[src/rtl/mem_arb_pkg.sv]
// Shared types for the memory port arbiter: response owner encoding,
// last-grant encoding and requester bit positions.
package mem_arb_pkg;

    typedef enum logic [1:0] {
        RSP_IDLE = 2'd0,
        RSP_IF   = 2'd1,
        RSP_D    = 2'd2
    } rsp_own_t;

    typedef enum logic {
        GNT_IF = 1'b0,
        GNT_D  = 1'b1
    } gnt_sel_t;

    // Bit positions inside the 2-bit req/gnt vectors.
    localparam int REQ_IF = 0;
    localparam int REQ_D  = 1;

    // Which requester (if any) expects read data on the next cycle.
    function automatic rsp_own_t next_rsp_own(
        input logic if_gnt,
        input logic d_gnt,
        input logic d_we
    );
        rsp_own_t nxt;
        if (if_gnt) begin
            nxt = RSP_IF;
        end else if (d_gnt && !d_we) begin
            nxt = RSP_D;
        end else begin
            nxt = RSP_IDLE;
        end
        return nxt;
    endfunction

endpackage

[src/rtl/rr_arbiter_2.sv]
// Two-way round-robin arbiter with a fixed-priority override that favours
// requester 1 (data). Grants are combinational; only last_gnt is stored.
module rr_arbiter_2
    import mem_arb_pkg::*;
(
    input  logic       clk,
    input  logic       reset,
    input  logic [1:0] req,
    input  logic       fixed_prio,
    output logic [1:0] gnt
);

    gnt_sel_t   last_gnt_r;
    logic [1:0] gnt_s;

    // Grant selection from the current requests and the last winner.
    always_comb begin
        gnt_s = 2'b00;
        if (reset) begin
            gnt_s = 2'b00;
        end else begin
            case (req)
                2'b01:   gnt_s = 2'b01;
                2'b10:   gnt_s = 2'b10;
                2'b11: begin
                    if (fixed_prio) begin
                        gnt_s = 2'b10;
                    end else if (last_gnt_r == GNT_D) begin
                        gnt_s = 2'b01;
                    end else begin
                        gnt_s = 2'b10;
                    end
                end
                default: gnt_s = 2'b00;
            endcase
        end
    end

    // Remember the most recent winner; idle cycles leave it untouched.
    always_ff @(posedge clk) begin
        if (reset) begin
            last_gnt_r <= GNT_D;
        end else if (gnt_s[REQ_D]) begin
            last_gnt_r <= GNT_D;
        end else if (gnt_s[REQ_IF]) begin
            last_gnt_r <= GNT_IF;
        end else begin
            last_gnt_r <= last_gnt_r;
        end
    end

    assign gnt = gnt_s;

endmodule

[src/rtl/mem_port_arbiter.sv]
// Shares one single-ported, 1-cycle-latency memory between instruction fetch
// and data load/store, returning read data with a per-requester rvalid strobe.
module mem_port_arbiter
    import mem_arb_pkg::*;
#(
    parameter int ADDR_WIDTH = 10,
    parameter int DATA_WIDTH = 32
) (
    input  logic                  clk,
    input  logic                  reset,
    input  logic                  cfg_fixed_prio,
    input  logic                  if_req,
    input  logic [ADDR_WIDTH-1:0] if_addr,
    output logic                  if_gnt,
    output logic                  if_rvalid,
    output logic [DATA_WIDTH-1:0] if_rdata,
    input  logic                  d_req,
    input  logic                  d_we,
    input  logic [ADDR_WIDTH-1:0] d_addr,
    input  logic [DATA_WIDTH-1:0] d_wdata,
    output logic                  d_gnt,
    output logic                  d_rvalid,
    output logic [DATA_WIDTH-1:0] d_rdata,
    output logic                  mem_we,
    output logic [ADDR_WIDTH-1:0] mem_addr,
    output logic [DATA_WIDTH-1:0] mem_wdata,
    input  logic [DATA_WIDTH-1:0] mem_rdata
);

    logic [1:0] req_s;
    logic [1:0] gnt_s;
    rsp_own_t   rsp_own_r;
    rsp_own_t   rsp_own_nxt_s;

    assign req_s = {d_req, if_req};

    rr_arbiter_2 u_arb (
        .clk        (clk),
        .reset      (reset),
        .req        (req_s),
        .fixed_prio (cfg_fixed_prio),
        .gnt        (gnt_s)
    );

    // Per-requester grant outputs.
    always_comb begin
        if_gnt = gnt_s[REQ_IF];
        d_gnt  = gnt_s[REQ_D];
    end

    // Memory port follows the granted requester; idle port is driven to zero.
    always_comb begin
        mem_we    = 1'b0;
        mem_addr  = {ADDR_WIDTH{1'b0}};
        mem_wdata = {DATA_WIDTH{1'b0}};
        case (gnt_s)
            2'b01: begin
                mem_addr = if_addr;
            end
            2'b10: begin
                mem_we    = d_we;
                mem_addr  = d_addr;
                mem_wdata = d_wdata;
            end
            default: begin
                mem_we    = 1'b0;
                mem_addr  = {ADDR_WIDTH{1'b0}};
                mem_wdata = {DATA_WIDTH{1'b0}};
            end
        endcase
    end

    // Next response owner: reads only, writes complete at grant.
    always_comb begin
        rsp_own_nxt_s = next_rsp_own(gnt_s[REQ_IF], gnt_s[REQ_D], d_we);
    end

    // Response owner register; reset drops any outstanding read.
    always_ff @(posedge clk) begin
        if (reset) begin
            rsp_own_r <= RSP_IDLE;
        end else begin
            rsp_own_r <= rsp_own_nxt_s;
        end
    end

    // rvalid is masked during reset so a response in flight never surfaces.
    always_comb begin
        if_rvalid = 1'b0;
        d_rvalid  = 1'b0;
        if (reset) begin
            if_rvalid = 1'b0;
            d_rvalid  = 1'b0;
        end else begin
            case (rsp_own_r)
                RSP_IF:  if_rvalid = 1'b1;
                RSP_D:   d_rvalid  = 1'b1;
                default: begin
                    if_rvalid = 1'b0;
                    d_rvalid  = 1'b0;
                end
            endcase
        end
    end

    assign if_rdata = mem_rdata;
    assign d_rdata  = mem_rdata;

endmodule
[config.mk]
export PLATFORM = sky130hd
export DESIGN_NAME = mem_port_arbiter
export DESIGN_NICKNAME = d
export VERILOG_FILES = /design/src/rtl/mem_arb_pkg.sv /design/src/rtl/rr_arbiter_2.sv /design/src/rtl/mem_port_arbiter.sv
export SDC_FILE = /design/constraint.sdc
export NUM_CORES = 1
export LEC_CHECK = 0
export CAP_MARGIN = 40
export CORE_AREA = 2 2 79 81
export CTS_BUF_LIST = sky130_fd_sc_hd__clkbuf_8
export CTS_CLUSTER_DIAMETER = 150
export DETAILED_ROUTE_END_ITERATION = 12
export DIE_AREA = 0 0 81 83
export GPL_TIMING_DRIVEN = 0
export PLACE_DENSITY = 0.77
export REMOVE_ABC_BUFFERS = 1
export SLEW_MARGIN = 10
export SYNTH_ARGS = -nofsm -noshare
export SYNTH_HDL_FRONTEND = slang
export SYNTH_SLANG_ARGS = --single-unit
[constraint.sdc]
create_clock -name clk -period 1.7 [get_ports clk]
set_input_delay 0.17 -clock clk [delete_from_list [all_inputs] [get_ports clk]]
set_output_delay 0.17 -clock clk [all_outputs]
set_load 0.03 [all_outputs]
==> metrics.yaml <==
placement:
  gp_congestion: 0.862
  hpwl_mm: 6.46
  io_buffers: 104
  place_ws_ns: -1.27
  place_area_sq_mm: 0.00164
power:
  ir_drop_uv: 205
  pwr-share-clk_pct: 24.8
  power_uw: 810
  power.density_mw_per_mm2: 382
  switchingPower_uw: 272
  cellInternalPower_uw: 538
  swShare_pct: 33.6
  power_frac_seq_pct: 9.6
  p_leak_nw: 0.953
  comb_power_share_pct: 65.6
sta:
  slew_headroom_pct: 72.3
  fin_crit_ns: 2.10
  setup_viol: 43
  fmax_mhz: 477
  finClkSkew_ns: 0.000950
  fin_setup_tns_ns: -12.15
  slew_viol_final: 0
  worst_hold_slack_ns: 0.340
  finalCritPeriodShare_pct: 123
  rsz0062_at_grt: "yes"
  hold_viol_final: 0
  layout_setup_ws_ns: -0.398
  tightestPinTransition_ns: 0.413
critical_path:
  worstReg2RegStart: "u_arb.last_gnt_r"
  cp_max_fo: 8
  cp_data_required_time_ns: 1.53
  arrival_ns: 1.93
  worstSetupPathType: "reg -> out"
  start_kind: "register"
  cp-end-kind: "output port"
  crit_start: "u_arb.last_gnt_r"
floorplan:
  io-pin-count: 201
  die_area_sq_mm: 0.00672
  rows: 28
  die_h_um: 83
  die-width_um: 81
  coreArea_sq_mm: 0.00582
  start_util_pct: 17.3
clock_tree:
  cts_tree: "built"
  cts_sinks: 3
  cts_buffers: 3
  clk_latency_ns: 0.21
  cts_root_buf: "clkbuf_8"
  path_clk_slew_ns: 0.03
  ctsHtreeMaxLevel: 1
  cts_buffer_depth: 2
synth:
  postSynthCellCount: 142
  avgSynthCellArea_sq_um: 7.08
  netlist_area_sq_mm: 0.00101
  yosys.cell_types.count: 18
  yosys_register_bits: 3
  yosysSeqAreaShare_pct: 5.97
  yosysWarningCount: 0
global_route:
  antenna_found_initial: 1
  grt_pass1_wl_mm: 10.1
  grt_max_degree: 13
  grt_pass1_vias: 1340
  grtUsageTotal_pct: 22.1
  overflow: 0
final_layout:
  fin_area_sq_mm: 0.00212
  mostFrequentLayoutCell: "clkdlybuf4s50_1"
  nNetsFinal: 291
  drive_above_1_share_pct: 55.6
  area_growth_pct: 111
  final_cell_mix: "clkdlybuf4s50_1, buf_6, and2_4"
drt:
  drc_errors: 0
  route.detailed.wl_per_inst_um: 28.7
  ant_nets: 0
  vias_per_cell: 4.40
  drt-pass1-iter-count: 4
  vias: 1206
  drt_iter0_drc: 19
  wl_mm: 7.86
status:
  violations: "setup timing"
  status: "complete, but fails checks"
hold_path:
  hp-class: "in -> out"
  min_from: "mem_rdata[21]"
run:
  drv_cap: 0
## cell usage after synthesis
library cell   n  area, sq um
a221o_1        1         10.0
and2_1        33          206
ha_1           2         25.0
a22oi_1       10         75.1
a211o_1        1         8.76
nor3b_1        2         15.0
dfxtp_1        3         60.1
a211oi_1       2         15.0
clkbuf_1       2         7.51
or3_1          1         6.26
nor2_1        10         37.5
buf_2          5         25.0
nor4_1         1         6.26
nand2b_1       1         6.26
inv_1          2         7.51
and3b_1        1         8.76
buf_4         64          480
nor3_1         1         5.00
## power groups by stage
stage                     logic, mW  registers (mW)  clock network, mW
after floorplan               0.155          0.0773                  0
after global placement        0.392          0.0777                  0
after detailed placement      0.398          0.0779                  0
after CTS                     0.517          0.0781              0.203
after global routing          0.560          0.0782              0.207
final                         0.531          0.0777              0.201
## per-layer routing
metal / routed length, um / up-vias / global-route usage [%]
met4: 64 / 0 / 2.00
met5: 0 / - / 0
met3: 2220 / 2 / 29.2
li1: - / 505 / -
met1: 2230 / 525 / 17.7
met2: 3350 / 174 / 34.0
## worst max-delay path: stages, from the launching register on
cell	delay [ns]
dfxtp_4	0.35
and3b_2	0.23
or3_4	0.35
ha_4	0.19
buf_12	0.13
buf_6	0.12
a22oi_2	0.12
nor2_1	0.06
buf_4	0.17
## sequential cells by signal, summed over array words and instances, names as in the netlist
name,cells
u_arb.last_gnt_r,1
rsp_own_r,2
## what timing repair did
item                                    in CTS  in global routing
setup buffers                               14                  2
cloned                                       2                  0
resized for setup                          353                 14
endpoints found under the setup margin      47                 47
pin swaps                                   10                  6
hold buffers                                 0                  0
## worst paths after layout
kind / to / slack (ns) / cells past startpoint
setup / recovery: mem_addr[1] / -0.40 / 8
hold / removal: if_rdata[21] / 0.34 / 0
setup reg to reg: u_arb.last_gnt_r / 0.74 / 3
hold reg to reg: u_arb.last_gnt_r / 0.53 / 1
## metrics by stage
step,util (%),std cells
after floorplan,-,71
after global placement,28.0,250
after detailed placement,28.2,251
after CTS,35.5,271
after global routing,36.4,273
final,36.4,274
## cell families after synthesis
family / count (synthesis) / share of synthesized area, %
buffers and inverters: 73 / 51.7
AO/OA/AOI/OAI: 14 / 10.8
AND/OR/NAND/NOR: 50 / 29.0
adder cells (fa/ha/maj): 2 / 2.49
flip-flops: 3 / 5.97
## area by class of cell
cell class	count	area (sq um)
Sequential cell	3	63.8
Clock buffer	3	41.3
Inverter	2	7.51
Tap cell	75	93.8
Clock inverter	1	3.75
Fill cell	621	3700
Multi-Input combinational cell	66	586
Timing Repair Buffer	123	1320
Antenna cell	1	2.50
Power figures use the tool's default switching activity.
